[src/rtl/cpu_pkg.sv]
// Shared CPU definitions: opcode encoding (same values the ALU decodes),
// default bus widths and the instruction fetch state encoding.
package cpu_pkg;

  localparam int unsigned AW_DEF = 13;  // program/operand address width
  localparam int unsigned DW_DEF = 8;   // program memory data width
  localparam int unsigned OPW    = 3;   // opcode field width

  // Instruction opcodes
  typedef enum logic [OPW-1:0] {
    OP_HLT  = 3'd0,
    OP_SKZ  = 3'd1,
    OP_ADD  = 3'd2,
    OP_ANDD = 3'd3,
    OP_XORR = 3'd4,
    OP_LDA  = 3'd5,
    OP_STO  = 3'd6,
    OP_JMP  = 3'd7
  } opcode_e;

  // Fetch stage states
  typedef enum logic [2:0] {
    ST_IDLE  = 3'd0,
    ST_RD_HI = 3'd1,
    ST_RD_LO = 3'd2,
    ST_HOLD  = 3'd3,
    ST_HALT  = 3'd4
  } fetch_state_e;

  // True when the opcode field stops the machine
  function automatic logic is_halt(input logic [OPW-1:0] op);
    return op == OP_HLT;
  endfunction

endpackage : cpu_pkg

[src/rtl/instr_fetch_reg.sv]
// Instruction fetch / instruction register stage.
// Reads a (3+AW)-bit instruction as two DW-bit bytes (high byte at pc,
// low byte at pc+1), then offers opcode/ir_addr to the execute stage on a
// valid/ready handshake. An accepted HLT parks the stage until reset.
//
// Ports:
//   clk, rst_n       clock, synchronous active-low reset
//   fetch_req, pc    level fetch request and instruction byte address
//   flush            abort any fetch and drop a held instruction
//   mem_rd, mem_addr registered memory read strobe / byte address
//   mem_ack,mem_data one-cycle read acknowledge with data
//   ir_valid,ir_ready instruction handshake to execute stage
//   opcode, ir_addr  instruction fields [15:13] / [12:0]
//   pc_inc           one-cycle pulse after each transfer
//   halted           sticky HLT indication
module instr_fetch_reg
  import cpu_pkg::*;
#(
  parameter int unsigned AW = AW_DEF,
  parameter int unsigned DW = DW_DEF
) (
  input  logic          clk,
  input  logic          rst_n,
  input  logic          fetch_req,
  input  logic [AW-1:0] pc,
  input  logic          flush,
  output logic          mem_rd,
  output logic [AW-1:0] mem_addr,
  input  logic          mem_ack,
  input  logic [DW-1:0] mem_data,
  output logic          ir_valid,
  input  logic          ir_ready,
  output logic [OPW-1:0] opcode,
  output logic [AW-1:0] ir_addr,
  output logic          pc_inc,
  output logic          halted
);

  localparam int unsigned IW = OPW + AW;  // instruction width, two bytes

  fetch_state_e  state;
  logic [AW-1:0] addr_q;   // address of the instruction high byte
  logic [DW-1:0] hi_q;     // high byte staged until the low byte lands
  logic [IW-1:0] ir_q;     // instruction register, loaded on HOLD entry

  // Fields come straight from the instruction register so they only move
  // when a complete instruction is loaded.
  assign opcode  = ir_q[IW-1 -: OPW];
  assign ir_addr = ir_q[AW-1:0];

  // Single-process FSM; all outputs registered.
  always_ff @(posedge clk) begin
    if (!rst_n) begin
      state    <= ST_IDLE;
      addr_q   <= '0;
      hi_q     <= '0;
      ir_q     <= '0;
      mem_rd   <= 1'b0;
      mem_addr <= '0;
      ir_valid <= 1'b0;
      pc_inc   <= 1'b0;
      halted   <= 1'b0;
    end else begin
      pc_inc <= 1'b0;

      // Flush outranks memory acknowledge and handshake; HALT is deaf to it.
      if (flush && (state != ST_HALT)) begin
        state    <= ST_IDLE;
        mem_rd   <= 1'b0;
        ir_valid <= 1'b0;
      end else begin
        unique case (state)
          ST_IDLE: begin
            if (fetch_req) begin
              addr_q   <= pc;
              mem_rd   <= 1'b1;
              mem_addr <= pc;
              state    <= ST_RD_HI;
            end
          end

          ST_RD_HI: begin
            // Read strobe stays up with no timeout until the memory answers.
            if (mem_ack) begin
              hi_q     <= mem_data;
              mem_addr <= addr_q + AW'(1);  // wraps at the top of memory
              state    <= ST_RD_LO;
            end
          end

          ST_RD_LO: begin
            if (mem_ack) begin
              ir_q     <= IW'({hi_q, mem_data});
              mem_rd   <= 1'b0;
              ir_valid <= 1'b1;
              state    <= ST_HOLD;
            end
          end

          ST_HOLD: begin
            if (ir_ready) begin
              pc_inc   <= 1'b1;
              ir_valid <= 1'b0;
              if (is_halt(opcode)) begin
                halted <= 1'b1;
                state  <= ST_HALT;
              end else if (fetch_req) begin
                // Chain straight into the next fetch: 3 cycles per instruction.
                addr_q   <= pc;
                mem_rd   <= 1'b1;
                mem_addr <= pc;
                state    <= ST_RD_HI;
              end else begin
                state <= ST_IDLE;
              end
            end
          end

          ST_HALT: begin
            // Only reset leaves this state.
            mem_rd   <= 1'b0;
            ir_valid <= 1'b0;
          end

          default: begin
            state    <= ST_IDLE;
            mem_rd   <= 1'b0;
            ir_valid <= 1'b0;
          end
        endcase
      end
    end
  end

endmodule : instr_fetch_reg

[config.mk]
export PLATFORM = sky130hd
export DESIGN_NAME = instr_fetch_reg
export DESIGN_NICKNAME = d
export VERILOG_FILES = /design/src/rtl/cpu_pkg.sv /design/src/rtl/instr_fetch_reg.sv
export SDC_FILE = /design/constraint.sdc
export NUM_CORES = 1
export LEC_CHECK = 0
export ABC_AREA = 1
export CORE_MARGIN = 4
export CORE_UTILIZATION = 39
export CTS_CLUSTER_DIAMETER = 50
export DETAILED_ROUTE_END_ITERATION = 8
export HOLD_SLACK_MARGIN = 0.15
export PLACE_DENSITY = 0.64
export SLEW_MARGIN = 15
export SYNTH_ARGS = -nofsm -noshare
export SYNTH_HDL_FRONTEND = slang
export SYNTH_SLANG_ARGS = --single-unit
[constraint.sdc]
create_clock -name clk -period 1.45 [get_ports clk]
set_input_delay 0.29 -clock clk [delete_from_list [all_inputs] [get_ports clk]]
set_output_delay 0.29 -clock clk [all_outputs]
set_load 0.01 [all_outputs]
== Yosys cells after proc, flatten, opt, wreduce, memory -nomap -nowiden ==
Index checks and enable logic that the tools add are counted.

* Multiplexer cells: 25
* Add/subtract/negate cells: 1
* Bitwise gates (word level): 6
* Equality and inequality tests: 10
* Reductions and logical operators: 16

{| class="wikitable"
|+ Operators with widths
! kind !! number
|-
| 2-to-1 mux 13 bit || 7
|-
| one-hot mux 13 bit (3 select lines) || 1
|-
| one-hot mux 13 bit (2 select lines) || 1
|-
| 2-to-1 mux 3 bit || 5
|-
| one-hot mux 3 bit (5 select lines) || 1
|-
| adder 13 x 1 -> 13 bit, second input constant || 1
|-
| AND reduction 4 bit || 3
|-
| inequality test 2 bit, second input constant || 5
|-
| AND reduction 5 bit || 2
|-
| AND reduction 3 bit || 3
|-
| 2-to-1 mux 1 bit || 8
|-
| equality test 3 x 2 -> 1 bit, second input constant || 2
|-
| zero test 3 bit || 2
|-
| inverter 1 bit || 6
|-
| one-hot mux 1 bit (4 select lines) || 1
|-
| OR reduction 2 bit || 2
|-
| equality test 3 x 1 -> 1 bit, second input constant || 1
|-
| equality test 3 bit, second input constant || 1
|-
| inequality test 3 bit, second input constant || 1
|-
| one-hot mux 1 bit (3 select lines) || 1
|-
| nonzero test 3 bit || 1
|-
| OR reduction 3 bit || 1
|-
| nonzero test 2 bit || 1
|-
| logical AND 1 bit || 1
|}

* Bits in registers: 57

== Logic depth before layout (Yosys ltp) ==
* Word-level depth: 4
* Gate-level depth with buffers: 11
* Gate-level depth less buffers: 10

== Worst setup path after synthesis ==
Ideal clock, no wire load.

* Path kind: register to register
* Start point: register state[2]
* End point: register mem_addr[0]
* Clock period less this slack: 1.374 ns
* Buffers on the path: 1
* Library setup time: 0.116 ns
* Data arrival time: 1.259 ns
* Path slack: 0.076 ns
* Stages on the path, launching flop included: 10
* Path through: dfxtp_1 inv_1 nand2_1 nor2_2 nand2_2 nand2_2 nor2_4 buf_6 o21ai_0 nor2_1

* Cells in the longest elaborated chain, start to end: 4
* Elaborated cells between the ends (all ways): 12
* Classes of those cells: eq/ne (6); mux (1); bitwise (1); reduce/logical (4)

{| class="wikitable"
|+ RTL lines
! element !! line !! text
|-
| start: declaration || instr_fetch_reg.sv:41 || <nowiki>fetch_state_e state;</nowiki>
|-
| start signal: assignment || instr_fetch_reg.sv:54 || <nowiki>state <= ST_IDLE;</nowiki>
|-
| start signal: assignment || instr_fetch_reg.sv:68 || <nowiki>state <= ST_IDLE;</nowiki>
|-
| start signal: assignment || instr_fetch_reg.sv:78 || <nowiki>state <= ST_RD_HI;</nowiki>
|-
| branches (longest 4 deep; another with AND reduction 5 bit) || - ||
|-
| end signal: assignment || instr_fetch_reg.sv:77 || <nowiki>mem_addr <= pc;</nowiki>
|-
| end signal: assignment || instr_fetch_reg.sv:86 || <nowiki>mem_addr <= addr_q + AW'(1);</nowiki>
|-
| end signal: assignment || instr_fetch_reg.sv:111 || <nowiki>mem_addr <= pc;</nowiki>
|-
| end: declaration || instr_fetch_reg.sv:28 || <nowiki>output logic [AW-1:0] mem_addr,</nowiki>
|}

Several ways; the timed one is not identified.
A chain may end at the register's enable or synchronous reset.

== Worst setup path after layout ==
* Start point: register state[0]
* End point: register mem_addr[9]

Same word-level chain as after synthesis.

==> impl_metrics.env <==
export IMPL_io_buffers=59
export IMPL_synth_edff_count=0
export IMPL_stdcell_area_um2=3950
export IMPL_drv_slew=0
export IMPL_fmax_mhz=694
export IMPL_rsz0062_at_grt="yes"
export IMPL_cp_num_cells=10
export IMPL_synth_top_area_cell="dfxtp_1"
export IMPL_r2r_slack_ns=0.008
export IMPL_worst_slack_ns=0.00838
export IMPL_grtUsageTotal_pct=18.8
export IMPL_post_drt_wl_per_cell_um=13.4
export IMPL_hold_class="reg -> reg"
export IMPL_cp_top_family="simple AND/OR/NAND/NOR gates"
export IMPL_r2r_start="state[0]$_SDFFE_PP0P_"
export IMPL_critPathBufInv=3
export IMPL_grt_pass1_vias=2544
export IMPL_synth_area_um2=2590
export IMPL_root_buffer="clkbuf_8"
export IMPL_synth_nets=397
export IMPL_yosysTopAreaCellShare_pct=44.1
export IMPL_clk_latency_ns=0.35
export IMPL_grt_pass1_wl_mm=11.5
export IMPL_crit_slowest_cell="dfxtp_4"
export IMPL_core_area_um2=6390
export IMPL_vias=2678
export IMPL_ys_async_sr_fraction_pct=0
export IMPL_fin_crit_ns=1.44
export IMPL_rows=29
export IMPL_place_congestion=0.829
export IMPL_arrival_ns=1.68
export IMPL_path_class="reg -> reg"
export IMPL_dp_slack_ns=-0.246
export IMPL_synth_compound_area_share_pct=17.6
export IMPL_ioPinCount=60
export IMPL_rr_worst_depth=10
export IMPL_drc=0
export IMPL_fin_hold_ws_ns=0.439
export IMPL_dr_first_iter_drc_count=108
export IMPL_cts_hold_buf=0
export IMPL_synthCells=369
export IMPL_clk_path_buf_depth=2
export IMPL_synth_seq_cells=57
export IMPL_drt_vias_per_instance=4.95
export IMPL_synthAdderAreaFrac_pct=0.483
export IMPL_endpoint_kind="register"
export IMPL_holdPathStages=2
export IMPL_place_area_um2=3450
export IMPL_clk_pin_slew_worst_paths_ns=0.07
export IMPL_ys_flop_type="dfxtp_1"
export IMPL_wirelength_mm=7.27
export IMPL_status="finished clean"
export IMPL_yosys_area_share_simple_pct=26.1
export IMPL_start_kind="register"
export IMPL_ys_seq_area_share_pct=44.1
export IMPL_synthTopCellsByArea="dfxtp_1 44%, nand2_1 8.8%, nor2_1 7.7%"
export IMPL_setup_violations=0
export IMPL_p_leak_nw=1.67
export IMPL_syn_area_per_cell_um2=7.02
export IMPL_drive_above_1_share_pct=27.4
export IMPL_maxCapViolCount=0
export IMPL_cp_required_ns=1.69
export IMPL_worstPathCellList="nand2_4 > nor2_4 > buf_4 > nand2_4 > nand3_4 > nor2_4 > buf_6 > clkinv_8 > nand2_2 > a21oi_1"
export IMPL_cp_max_fo=5
export IMPL_yosysUniqueCellTypes=28
export IMPL_grt_max_degree=33
export IMPL_cts_tree="done"
export IMPL_die_area_um2=8010
export IMPL_tightest_slew_ns=0.450
export IMPL_clock_sinks=57
export IMPL_diodes=0
export IMPL_power_density_nw_per_um2=913
export IMPL_htreeDepth=3
export IMPL_dr_pass1_iters=4
export IMPL_ys_warn_count=0
export IMPL_initial_core_util_pct=40.6
export IMPL_nNetsFinal=488
export IMPL_critPathLaunch="state[0]$_SDFFE_PP0P_"
export IMPL_finalHoldViolations=0
export IMPL_synthToLayoutAreaGrowth_pct=52.4
export IMPL_cts_made_buffers=9
export IMPL_synthMostInstantiatedCell="nand2_1"
export IMPL_synthXorXnorAreaFrac_pct=2.03
export IMPL_grt_antenna_before_repair=0
export IMPL_ant_nets=0
export IMPL_crit_end="mem_addr[9]$_SDFFE_PN0P_"
export IMPL_die_x_um=89.5
export IMPL_finalSetupTns_ns=0
export IMPL_muxShareOfSynthArea_pct=0
export IMPL_slowest_delay_ns=0.36
export IMPL_timing_final_crit_share_pct=99.4
export IMPL_place_hpwl_mm=4.95
export IMPL_die_y_um=89.5
export IMPL_nFillCells=595
export IMPL_worst_r2r_endpoint="mem_addr[9]$_SDFFE_PN0P_"
export IMPL_fin_skew_ns=0.00766
export IMPL_synth_top_family_by_area="simple AND/OR/NAND/NOR gates"
export IMPL_ys_top_cells_by_count="61 x nand2_1, 57 x dfxtp_1, 53 x nor2_1"
export IMPL_grt_ovfl_total=0
export IMPL_max_slew_margin_pct=69.7
export IMPL_peakVddDrop_uv=660
-- what timing repair did --
item / CTS / global route
gates cloned: 1 / 1
endpoints found under the setup margin: 72 / 55
hold endpoints to repair: 0 / 0
gates resized for setup: 50 / 98
setup buffers: 3 / 3
pin swaps: 3 / 20
-- logic make-up after synthesis --
family | after synthesis
AND/OR/NAND/NOR | 155
AO/OA/AOI/OAI | 90
buffers and inverters | 60
flip-flops | 57
XOR/XNOR | 6
adder cells (fa/ha/maj) | 1
-- where the power goes --
group          leakage (nW)  switching [mW]  internal (mW)
registers             0.467          0.0609           1.64
clock network        0.0846           0.653          0.598
logic                  1.12           0.342          0.312
total                  1.67            1.05           2.55
-- placed cells by master (no fill, tap or decap), types with 12 or more instances in the layout --
master / n
a21oi_1: 34
buf_4: 26
inv_1: 39
o21ai_2: 21
clkdlybuf4s50_1: 26
nand3_1: 15
nand2_1: 49
dlygate4sd2_1: 33
dfxtp_1: 54
o21ai_1: 12
nor2_1: 45
o21ai_0: 15
-- worst register-to-register path, cell delays in order (launching register included) --
cell	delay, ns
dfxtp_4	0.36
nand2_4	0.07
nor2_4	0.04
buf_4	0.14
nand2_4	0.07
nand3_4	0.07
nor2_4	0.21
buf_6	0.18
clkinv_8	0.08
nand2_2	0.06
a21oi_1	0.06
-- flip-flops by register name, summed over array words and instances (netlist names) --
name,count
ir_q,16
addr_q,13
mem_addr,13
hi_q,8
state,3
halted,1
ir_valid,1
mem_rd,1
pc_inc,1
-- worst min-delay path by stage --
stage	start	to	slack, ns
6_report	mem_rd$_SDFFE_PP0P_	mem_rd$_SDFFE_PP0P_	0.44
5_1_grt	ir_q[0]$_SDFFE_PN0P_	ir_q[0]$_SDFFE_PN0P_	0.46
4_1_cts	ir_q[0]$_SDFFE_PN0P_	ir_q[0]$_SDFFE_PN0P_	0.44
3_5_place_dp	hi_q[4]$_SDFFE_PN0P_	hi_q[4]$_SDFFE_PN0P_	0.43
3_3_place_gp	hi_q[7]$_SDFFE_PN0P_	hi_q[7]$_SDFFE_PN0P_	0.43
2_1_floorplan	hi_q[1]$_SDFFE_PN0P_	hi_q[1]$_SDFFE_PN0P_	0.42
-- metrics by stage --
stage | utilization (%) | total power [mW] | cells
floorplan | - | 2.00 | 369
CTS | 57.5 | 3.55 | 539
detailed placement | 54.1 | 2.27 | 520
global placement | 54.1 | 2.27 | 520
finish | 61.8 | 3.60 | 541
global route | 61.8 | 3.79 | 541
-- routing by layer --
metal  track usage (%)  vias up  wire length, um
met2              30.5       54             3630
met4              8.93        0              170
met5                 0        -                0
li1                  -     1377                -
met3              4.06       12              293
met1              23.8     1235             3180
-- layout make-up --
type	instances	area, um^2	area share [%]
clock buffer	9	124	3.14
clock inverter	6	36.3	0.919
inverter	46	193	4.88
multi-input combinational	252	1480	37.4
sequential	57	1150	29.2
tap	77	96.3	2.44
timing repair buffer	93	861	21.8
timing repair inverter	1	8.76	0.222
(Power assumes the default switching activity.)
